$ cat src/rtl/guess_entry.sv
// guess_entry: working-guess editor, edit cursor, submitted-guess history bank and scorer handshake.
// Build option: define GUESS_CLEAR_EN to reset the working guess and cursor on every accepted transfer.

module guess_entry #(
    parameter int NUM_COLORS = 6,
    parameter int HIST_DEPTH = 8
) (
    input  logic        clk,
    input  logic        rst,
    input  logic        btn_left,
    input  logic        btn_right,
    input  logic        btn_up,
    input  logic        btn_down,
    input  logic        btn_submit,
    input  logic        hist_mode,
    input  logic        submit_ready,
    output logic        submit_valid,
    output logic [11:0] submit_guess,
    output logic [2:0]  guess_rgb0,
    output logic [2:0]  guess_rgb1,
    output logic [2:0]  guess_rgb2,
    output logic [2:0]  guess_rgb3,
    output logic [2:0]  history_rgb0,
    output logic [2:0]  history_rgb1,
    output logic [2:0]  history_rgb2,
    output logic [2:0]  history_rgb3,
    output logic        blink_enable,
    output logic [1:0]  blink_led,
    output logic [4:0]  hist_count,
    output logic        hist_full
);

    // state  | meaning
    // EDIT   | player edits the working guess, cursor blinks
    // SUBMIT | guess offered to the scorer, all buttons ignored
    // BROWSE | history shows the entry at the read pointer

    localparam int         PW        = $clog2(HIST_DEPTH);
    localparam logic [2:0] MAX_COLOR = 3'(NUM_COLORS);
    localparam logic [4:0] DEPTH_CNT = 5'(HIST_DEPTH);

    typedef enum logic [1:0] {
        EDIT   = 2'd0,
        SUBMIT = 2'd1,
        BROWSE = 2'd2
    } state_t;

    state_t         state_q, state_d;
    logic [2:0]     guess_q [4];
    logic [2:0]     guess_d [4];
    logic [1:0]     cursor_q, cursor_d;
    logic [11:0]    submit_guess_q, submit_guess_d;
    logic [PW-1:0]  wr_ptr_q, wr_ptr_d;
    logic [PW-1:0]  rd_ptr_q, rd_ptr_d;
    logic [4:0]     hist_count_q, hist_count_d;
    logic [11:0]    history_q, history_d;
    logic [11:0]    bank_q [HIST_DEPTH];
    logic           bank_we;
    logic           full;
    logic [PW-1:0]  newest_ptr;
    logic [PW-1:0]  oldest_ptr;

    assign full       = (hist_count_q == DEPTH_CNT);
    assign newest_ptr = wr_ptr_q - PW'(1);
    // Once full the write pointer has wrapped, so this still lands on the oldest slot.
    assign oldest_ptr = wr_ptr_q - hist_count_q[PW-1:0];

    always_comb begin
        state_d        = state_q;
        guess_d        = guess_q;
        cursor_d       = cursor_q;
        submit_guess_d = submit_guess_q;
        wr_ptr_d       = wr_ptr_q;
        rd_ptr_d       = rd_ptr_q;
        hist_count_d   = hist_count_q;
        bank_we        = 1'b0;

        case (state_q)
            EDIT: begin
                if (btn_submit && !full) begin
                    state_d        = SUBMIT;
                    submit_guess_d = {guess_q[3], guess_q[2], guess_q[1], guess_q[0]};
                end else if (hist_mode && (hist_count_q != 5'd0)) begin
                    state_d  = BROWSE;
                    rd_ptr_d = newest_ptr;
                end else if (btn_up) begin
                    guess_d[cursor_q] = (guess_q[cursor_q] >= MAX_COLOR) ? 3'd1
                                                                         : guess_q[cursor_q] + 3'd1;
                end else if (btn_down) begin
                    guess_d[cursor_q] = (guess_q[cursor_q] <= 3'd1) ? MAX_COLOR
                                                                    : guess_q[cursor_q] - 3'd1;
                end else if (btn_left) begin
                    cursor_d = cursor_q - 2'd1;
                end else if (btn_right) begin
                    cursor_d = cursor_q + 2'd1;
                end
            end
            SUBMIT: begin
                if (submit_ready) begin
                    state_d      = EDIT;
                    bank_we      = 1'b1;
                    wr_ptr_d     = wr_ptr_q + PW'(1);
                    hist_count_d = hist_count_q + 5'd1;
`ifdef GUESS_CLEAR_EN
                    for (int i = 0; i < 4; i++) begin
                        guess_d[i] = 3'd1;
                    end
                    cursor_d = 2'd0;
`else
                    cursor_d = cursor_q;
`endif
                end
            end
            BROWSE: begin
                if (!hist_mode) begin
                    state_d = EDIT;
                end else if (btn_up) begin
                    if (rd_ptr_q != oldest_ptr) begin
                        rd_ptr_d = rd_ptr_q - PW'(1);
                    end
                end else if (btn_down) begin
                    if (rd_ptr_q != newest_ptr) begin
                        rd_ptr_d = rd_ptr_q + PW'(1);
                    end
                end
            end
            default: begin
                state_d = EDIT;
            end
        endcase
    end

    always_comb begin
        history_d = 12'd0;
        if (state_q == BROWSE) begin
            history_d = bank_q[rd_ptr_q];
        end else if (hist_count_q != 5'd0) begin
            history_d = bank_q[newest_ptr];
        end
    end

    always_ff @(posedge clk) begin
        if (rst) begin
            state_q        <= EDIT;
            for (int i = 0; i < 4; i++) begin
                guess_q[i] <= 3'd1;
            end
            cursor_q       <= 2'd0;
            submit_guess_q <= 12'd0;
            wr_ptr_q       <= '0;
            rd_ptr_q       <= '0;
            hist_count_q   <= 5'd0;
            history_q      <= 12'd0;
        end else begin
            state_q        <= state_d;
            guess_q        <= guess_d;
            cursor_q       <= cursor_d;
            submit_guess_q <= submit_guess_d;
            wr_ptr_q       <= wr_ptr_d;
            rd_ptr_q       <= rd_ptr_d;
            hist_count_q   <= hist_count_d;
            history_q      <= history_d;
        end
    end

    // Bank has no reset; a transfer coinciding with reset must not land.
    always_ff @(posedge clk) begin
        if (bank_we && !rst) begin
            bank_q[wr_ptr_q] <= submit_guess_q;
        end
    end

    assign submit_valid = (state_q == SUBMIT);
    assign submit_guess = submit_guess_q;
    assign guess_rgb0   = guess_q[0];
    assign guess_rgb1   = guess_q[1];
    assign guess_rgb2   = guess_q[2];
    assign guess_rgb3   = guess_q[3];
    assign history_rgb0 = history_q[2:0];
    assign history_rgb1 = history_q[5:3];
    assign history_rgb2 = history_q[8:6];
    assign history_rgb3 = history_q[11:9];
    assign blink_enable = (state_q == EDIT);
    assign blink_led    = cursor_q;
    assign hist_count   = hist_count_q;
    assign hist_full    = full;

endmodule

$ cat config.mk
export PLATFORM = sky130hd
export DESIGN_NAME = guess_entry
export DESIGN_NICKNAME = d
export VERILOG_FILES = /design/src/rtl/guess_entry.sv
export SDC_FILE = /design/constraint.sdc
export NUM_CORES = 1
export LEC_CHECK = 0
export BUFFER_PORTS_ARGS = -buffer_cell sky130_fd_sc_hd__buf_2
export CAP_MARGIN = 40
export CORE_MARGIN = 1.5
export CORE_UTILIZATION = 25
export CTS_CLUSTER_SIZE = 28
export DETAILED_ROUTE_END_ITERATION = 12
export PLACE_DENSITY = 0.41
export SETUP_SLACK_MARGIN = 0.4
export SLEW_MARGIN = 25
export SYNTH_ARGS = -nofsm -noshare
export SYNTH_HDL_FRONTEND = slang
export SYNTH_SLANG_ARGS = --single-unit
$ cat constraint.sdc
create_clock -name clk -period 2.94 [get_ports clk]
set_clock_uncertainty 0.2 [all_clocks]
set_input_delay 0.147 -clock clk [delete_from_list [all_inputs] [get_ports clk]]
set_output_delay 0.147 -clock clk [all_outputs]
set_load 0.005 [all_outputs]
Word level (Yosys, flattened, before mapping)

Memory sizes are Yosys's and may differ from the RTL's. A register that Yosys moved wholly into a read port is not among the register bits.
Cells that the tools add are included.
W data, S select, Z words.

Add/subtract/negate cells: 10
Magnitude comparators: 4
Eq/ne operators: 14
Multiplexer cells: 34
Bitwise gates (word level): 5
Reductions and logical operators: 17

Operator list:

| kind                  | number |
|---|---|
| $mux W12              | 4 |
| $mux W3               | 14 |
| $bwmux W12            | 2 |
| $mux W2               | 6 |
| $add A3 B1 Y3 const B | 3 |
| $ne A3 B3 Y1 const B  | 3 |
| $sub A3 B1 Y3 const B | 3 |
| $ne A2 B2 Y1 const B  | 4 |
| $reduce_and A7 Y1     | 1 |
| $bmux W3 S2           | 1 |
| $demux W3 S2          | 1 |
| $ge A3 B3 Y1 const B  | 2 |
| $ne A3 B3 Y1          | 2 |
| $pmux W2 S3           | 1 |
| $pmux W3 S2           | 1 |
| $reduce_and A6 Y1     | 1 |
| $reduce_bool A2 Y1    | 3 |
| $add A5 B1 Y5 const B | 1 |
| $eq A5 B4 Y1 const B  | 1 |
| $reduce_bool A5 Y1    | 1 |
| $logic_and A1 B1 Y1   | 4 |
| $mux W1               | 4 |
| $not A1 Y1            | 4 |
| $reduce_and A2 Y1     | 2 |
| 14 further kinds      | 15 |

Flip-flop bits (word level): 51
RAM bits: 96
Bits of input ports: 9
Output and inout port bits: 46
Logic and storage cells: 96
Memories: 1

Memory list:

| name   | depth | width | rd ports | clocked after Yosys merged registers in | write ports | RTL line | source |
|---|---|---|---|---|---|---|---|
| bank_q | 8     | 12    | 2        | 1                                       | 1           | 57       | `logic [11:0] bank_q [HIST_DEPTH];` |

Longest topological paths before layout

Depth after elaboration: 9
Mapped depth: 12

Least setup slack after synthesis

OpenSTA, ideal clock, no wires.

Path kind: flip-flop to flip-flop
Start point: register wr_ptr_q[0]
End point: register (tool-made name)
Arrival: 2.651 ns
Data required time: 2.649 ns
Path slack: -0.001 ns
Stages on the path, launching flop included: 12
Buffers on the path: 2
Cells stage by stage: dfxtp_1 buf_2 buf_1 inv_1 ha_1 inv_1 fa_1 xor2_1 nor4_1 o311ai_1 a21boi_0 a311oi_1

RTL lines:

| item                   | RTL line | source |
|---|---|---|
| from (decl)            | 53       | `logic [PW-1:0] wr_ptr_q, wr_ptr_d;` |
| from (signal assigned) | 159      | `wr_ptr_q <= wr_ptr_d;` |

Worst setup path after layout

Start point: register hist_count_q[0] (netlist: hist_count[0])
End point: register rd_ptr_q[0]

Cells in the longest elaborated chain, start to end: 5

Ends and longest elaborated chain:

| item                                                  | RTL line | source |
|---|---|---|
| from (decl)                                           | 55       | `logic [4:0] hist_count_q, hist_count_d;` |
| from (signal assigned)                                | 161      | `hist_count_q <= hist_count_d;` |
| branches (longest 4 deep; another with $sub A3 B3 Y3) | --       |  |
| $reduce_and A7 Y1 (no line) (*)                       | --       |  |
| to (signal assigned)                                  | 160      | `rd_ptr_q <= rd_ptr_d;` |
| to (decl)                                             | 54       | `logic [PW-1:0] rd_ptr_q, rd_ptr_d;` |

Every way passes the cells marked *.
A chain may end at the register's enable or synchronous reset.

==> results.py <==
metrics = {
    "floorplanning": {
        "io_pins": 55,
        "die_area_mm2": 0.0288,
        "row_count": 60,
        "die_h_um": 170,
        "design.core.area_mm2": 0.0271,
        "die_w_um": 170,
        "start_util_pct": 25.6,
    },
    "route": {
        "drc": 0,
        "antenna_violating_nets_post_route": 0,
        "routedWlPerCell_um": 19.5,
        "firstDrtPassIters": 6,
        "vias": 4338,
        "drt_iter0_drc": 222,
        "viasPerCell": 4.63,
        "wl_mm": 18.3,
    },
    "setup_path": {
        "crit_path_end_kind": "flop",
        "required_ns": 3.06,
        "cp-start-kind": "flop",
        "arrival_ns": 2.58,
        "criticalPathCategory": "reg2reg",
        "r2r_cells": 9,
        "critical_path.max_fanout": 6,
    },
    "yosys": {
        "yosys-top-cells-area": "edfxtp_1 42%, mux4_2 17%, dfxtp_1 16%, mux2i_1 7.1%, nor2_1 3.2%",
        "synth_top_area_share_pct": 41.6,
        "ys_async_sr_fraction_pct": 0,
        "synth_compound_area_share_pct": 4.40,
        "syn_nets": 493,
        "synth_warnings": 0,
        "netlist_area_mm2": 0.00694,
        "synth_top_family_by_area": "multiplexers",
        "syn_avg_cell_area_um2": 14.7,
        "yosysTopAreaCell": "edfxtp_1",
        "synth.distinct_cells": 46,
        "syn_inst": 473,
        "synth.most_common_cell": "edfxtp_1",
        "synth-seq-area-share_pct": 57.1,
        "synthAdderAreaFrac_pct": 2.20,
        "synth-simple-area-share_pct": 7.09,
        "synthMuxAreaShare_pct": 23.8,
        "synth_edf_count": 96,
        "synth_common_cells": "96 x edfxtp_1, 59 x nor2_1, 54 x dfxtp_1",
        "yosys_register_bits": 150,
        "ys.flop_type": "edfxtp_1",
        "synth_xor_xnor_area_share_pct": 2.51,
    },
    "global_route": {
        "grt_max_degree": 52,
        "first_global_vias": 4507,
        "grt_antenna_before_repair": 0,
        "grt_pass1_wl_mm": 28.2,
        "grt.total_usage_pct": 13.5,
        "grt-ovfl-total": 0,
    },
    "hold_path": {
        "hold_class": "in2reg",
        "holdPathStages": 3,
    },
    "placement": {
        "place_congestion": 0.787,
        "port_buffers": 54,
        "dp_slack_ns": 0.273,
        "dp_hpwl_mm": 11.3,
    },
    "clock_network": {
        "clk_pin_slew_ns": 0.06,
        "clock-sinks": 150,
        "cts_tree": "yes",
        "h-tree-depth": 4,
        "clk_latency_ns": 0.42,
        "clockRootBuffer": "clkbuf_16",
        "numCtsBuffers": 17,
        "cts.path.max_buffers": 2,
    },
    "sta": {
        "hold_viol_final": 0,
        "rsz0062_at_grt": "true",
        "fin_ws_ns": 0.483,
        "fmax_ghz": 0.407,
        "worst_pin_slew_ns": 0.705,
        "relSlewSlack_pct": 53.0,
        "report.final.slew_viol_count": 0,
        "fin_crit_sh_pct": 83.6,
        "setup_viol": 0,
        "setup_tns_ns": 0,
        "min_period_ns": 2.46,
    },
    "pwr": {
        "peakVddDrop_mv": 0.311,
        "cellLeakagePower_nw": 3.02,
        "p_per_area_mw_per_mm2": 594,
    },
    "final_layout": {
        "fillers": 2672,
        "diodes": 0,
        "layout-drive-gt1-share_pct": 35.4,
        "area_growth_pct": 24.3,
        "nets": 572,
    },
    "run_status": {
        "outcome": "finished clean",
    },
    "run": {
        "cap_violations": 0,
    },
}
-- registers in the layout (all words and copies together), names as in the netlist, named ones only --
signal and flops:
rd_ptr_q 3, blink_led 2, hist_count 5, state_q 2
guess_rgb2 3, bank_q 96, guess_rgb3 3, guess_rgb1 3
wr_ptr_q 3, guess_rgb0 3, history_q 12, submit_guess 12
-- worst max-delay path: stages, from the launching register on --
cell      delay (ns)
dfxtp_4         0.39
ha_4            0.13
inv_2           0.03
fa_2            0.34
xnor2_2         0.16
xnor2_2         0.16
nor4_4          0.38
o311ai_4        0.16
buf_4           0.16
a311oi_2        0.26
-- cell families after synthesis --
family	Yosys count
xor gates and xnor gates	19
and+or+nand+nor	107
buffers and inverters	45
DFF	150
AOI/OAI and AO/OA	40
muxes	101
adders and majority gates	11
-- layer usage --
| metal | global-route usage (%) | part of all wire [%] | vias up | wire length [um] |
|---|---|---|---|---|
| met4 | 3.73 | 1.1 | 0 | 200 |
| li1 | - | - | 1971 | - |
| met5 | 0 | 0 | - | 0 |
| met1 | 17.7 | 44 | 2224 | 8010 |
| met3 | 2.75 | 6.0 | 12 | 1090 |
| met2 | 22.5 | 49 | 131 | 8980 |
-- report_power, final --
part           switching [W]  internal [W]
Clock               0.000859       0.00144
Sequential         0.0000486       0.00227
Combinational       0.000263      0.000238
Total                0.00117       0.00395
-- worst paths after layout --
path	end	slack, ns	startpoint
worst max-delay path	rd_ptr_q[0]	0.48	hist_count[0]
worst min-delay path	guess_rgb0[2]	0.08	btn_up
worst max register to register	rd_ptr_q[0]	0.48	hist_count[0]
worst min register to register	guess_rgb0[2]	0.33	guess_rgb0[2]
-- repair_timing --
item                                    4_1_cts  5_1_grt
endpoints found under the setup margin       18       18
setup buffers                                 0        9
endpoints found under the hold margin         8        0
pin swaps                                     1        6
resized for setup                             5       25
hold buffers                                  7        0
-- area by class of cell --
type / instances / area [um2] / share of cell area, %
clock buffers: 20 / 447 / 5.18
clock inverters: 12 / 174 / 2.02
inverters: 14 / 52.6 / 0.609
multi-input cells: 278 / 2930 / 34.0
flip-flops and latches: 150 / 3970 / 46.1
well taps: 372 / 465 / 5.40
repair buffers: 91 / 578 / 6.70
-- per-stage QoR --
stage	power (W)	area [um2]	hold WS (ns)	std cells	utilization, %
finish	0.00512	8620	0.0756	937	31.8
global route	0.00532	8620	0.0958	937	31.8
CTS	0.00516	8430	0.0899	928	31.1
detailed placement	0.00283	7720	0.268	889	28.5
global placement	0.00282	7720	0.254	889	28.5
floorplan	0.00268	6960	0.148	473	-
-- layout by cell type, fill, tap and decap left out, types with 3 or more instances in the layout --
cell / count
nand2_1: 16
bufinv_16: 4
o22a_1: 12
dfxtp_1: 50
nor2_1: 59
a21oi_1: 10
clkinv_2: 3
clkbuf_16: 17
dlygate4sd3_1: 7
nor3_1: 8
edfxtp_1: 96
mux2i_1: 48
nor3_2: 3
ha_1: 8
nor2b_1: 4
o21ai_0: 4
xnor2_1: 8
xor2_1: 8
inv_2: 4
buf_4: 29
buf_2: 54
inv_1: 10
a311oi_2: 3
mux4_2: 51
No activity file was read; power rests on OpenSTA's default activity.
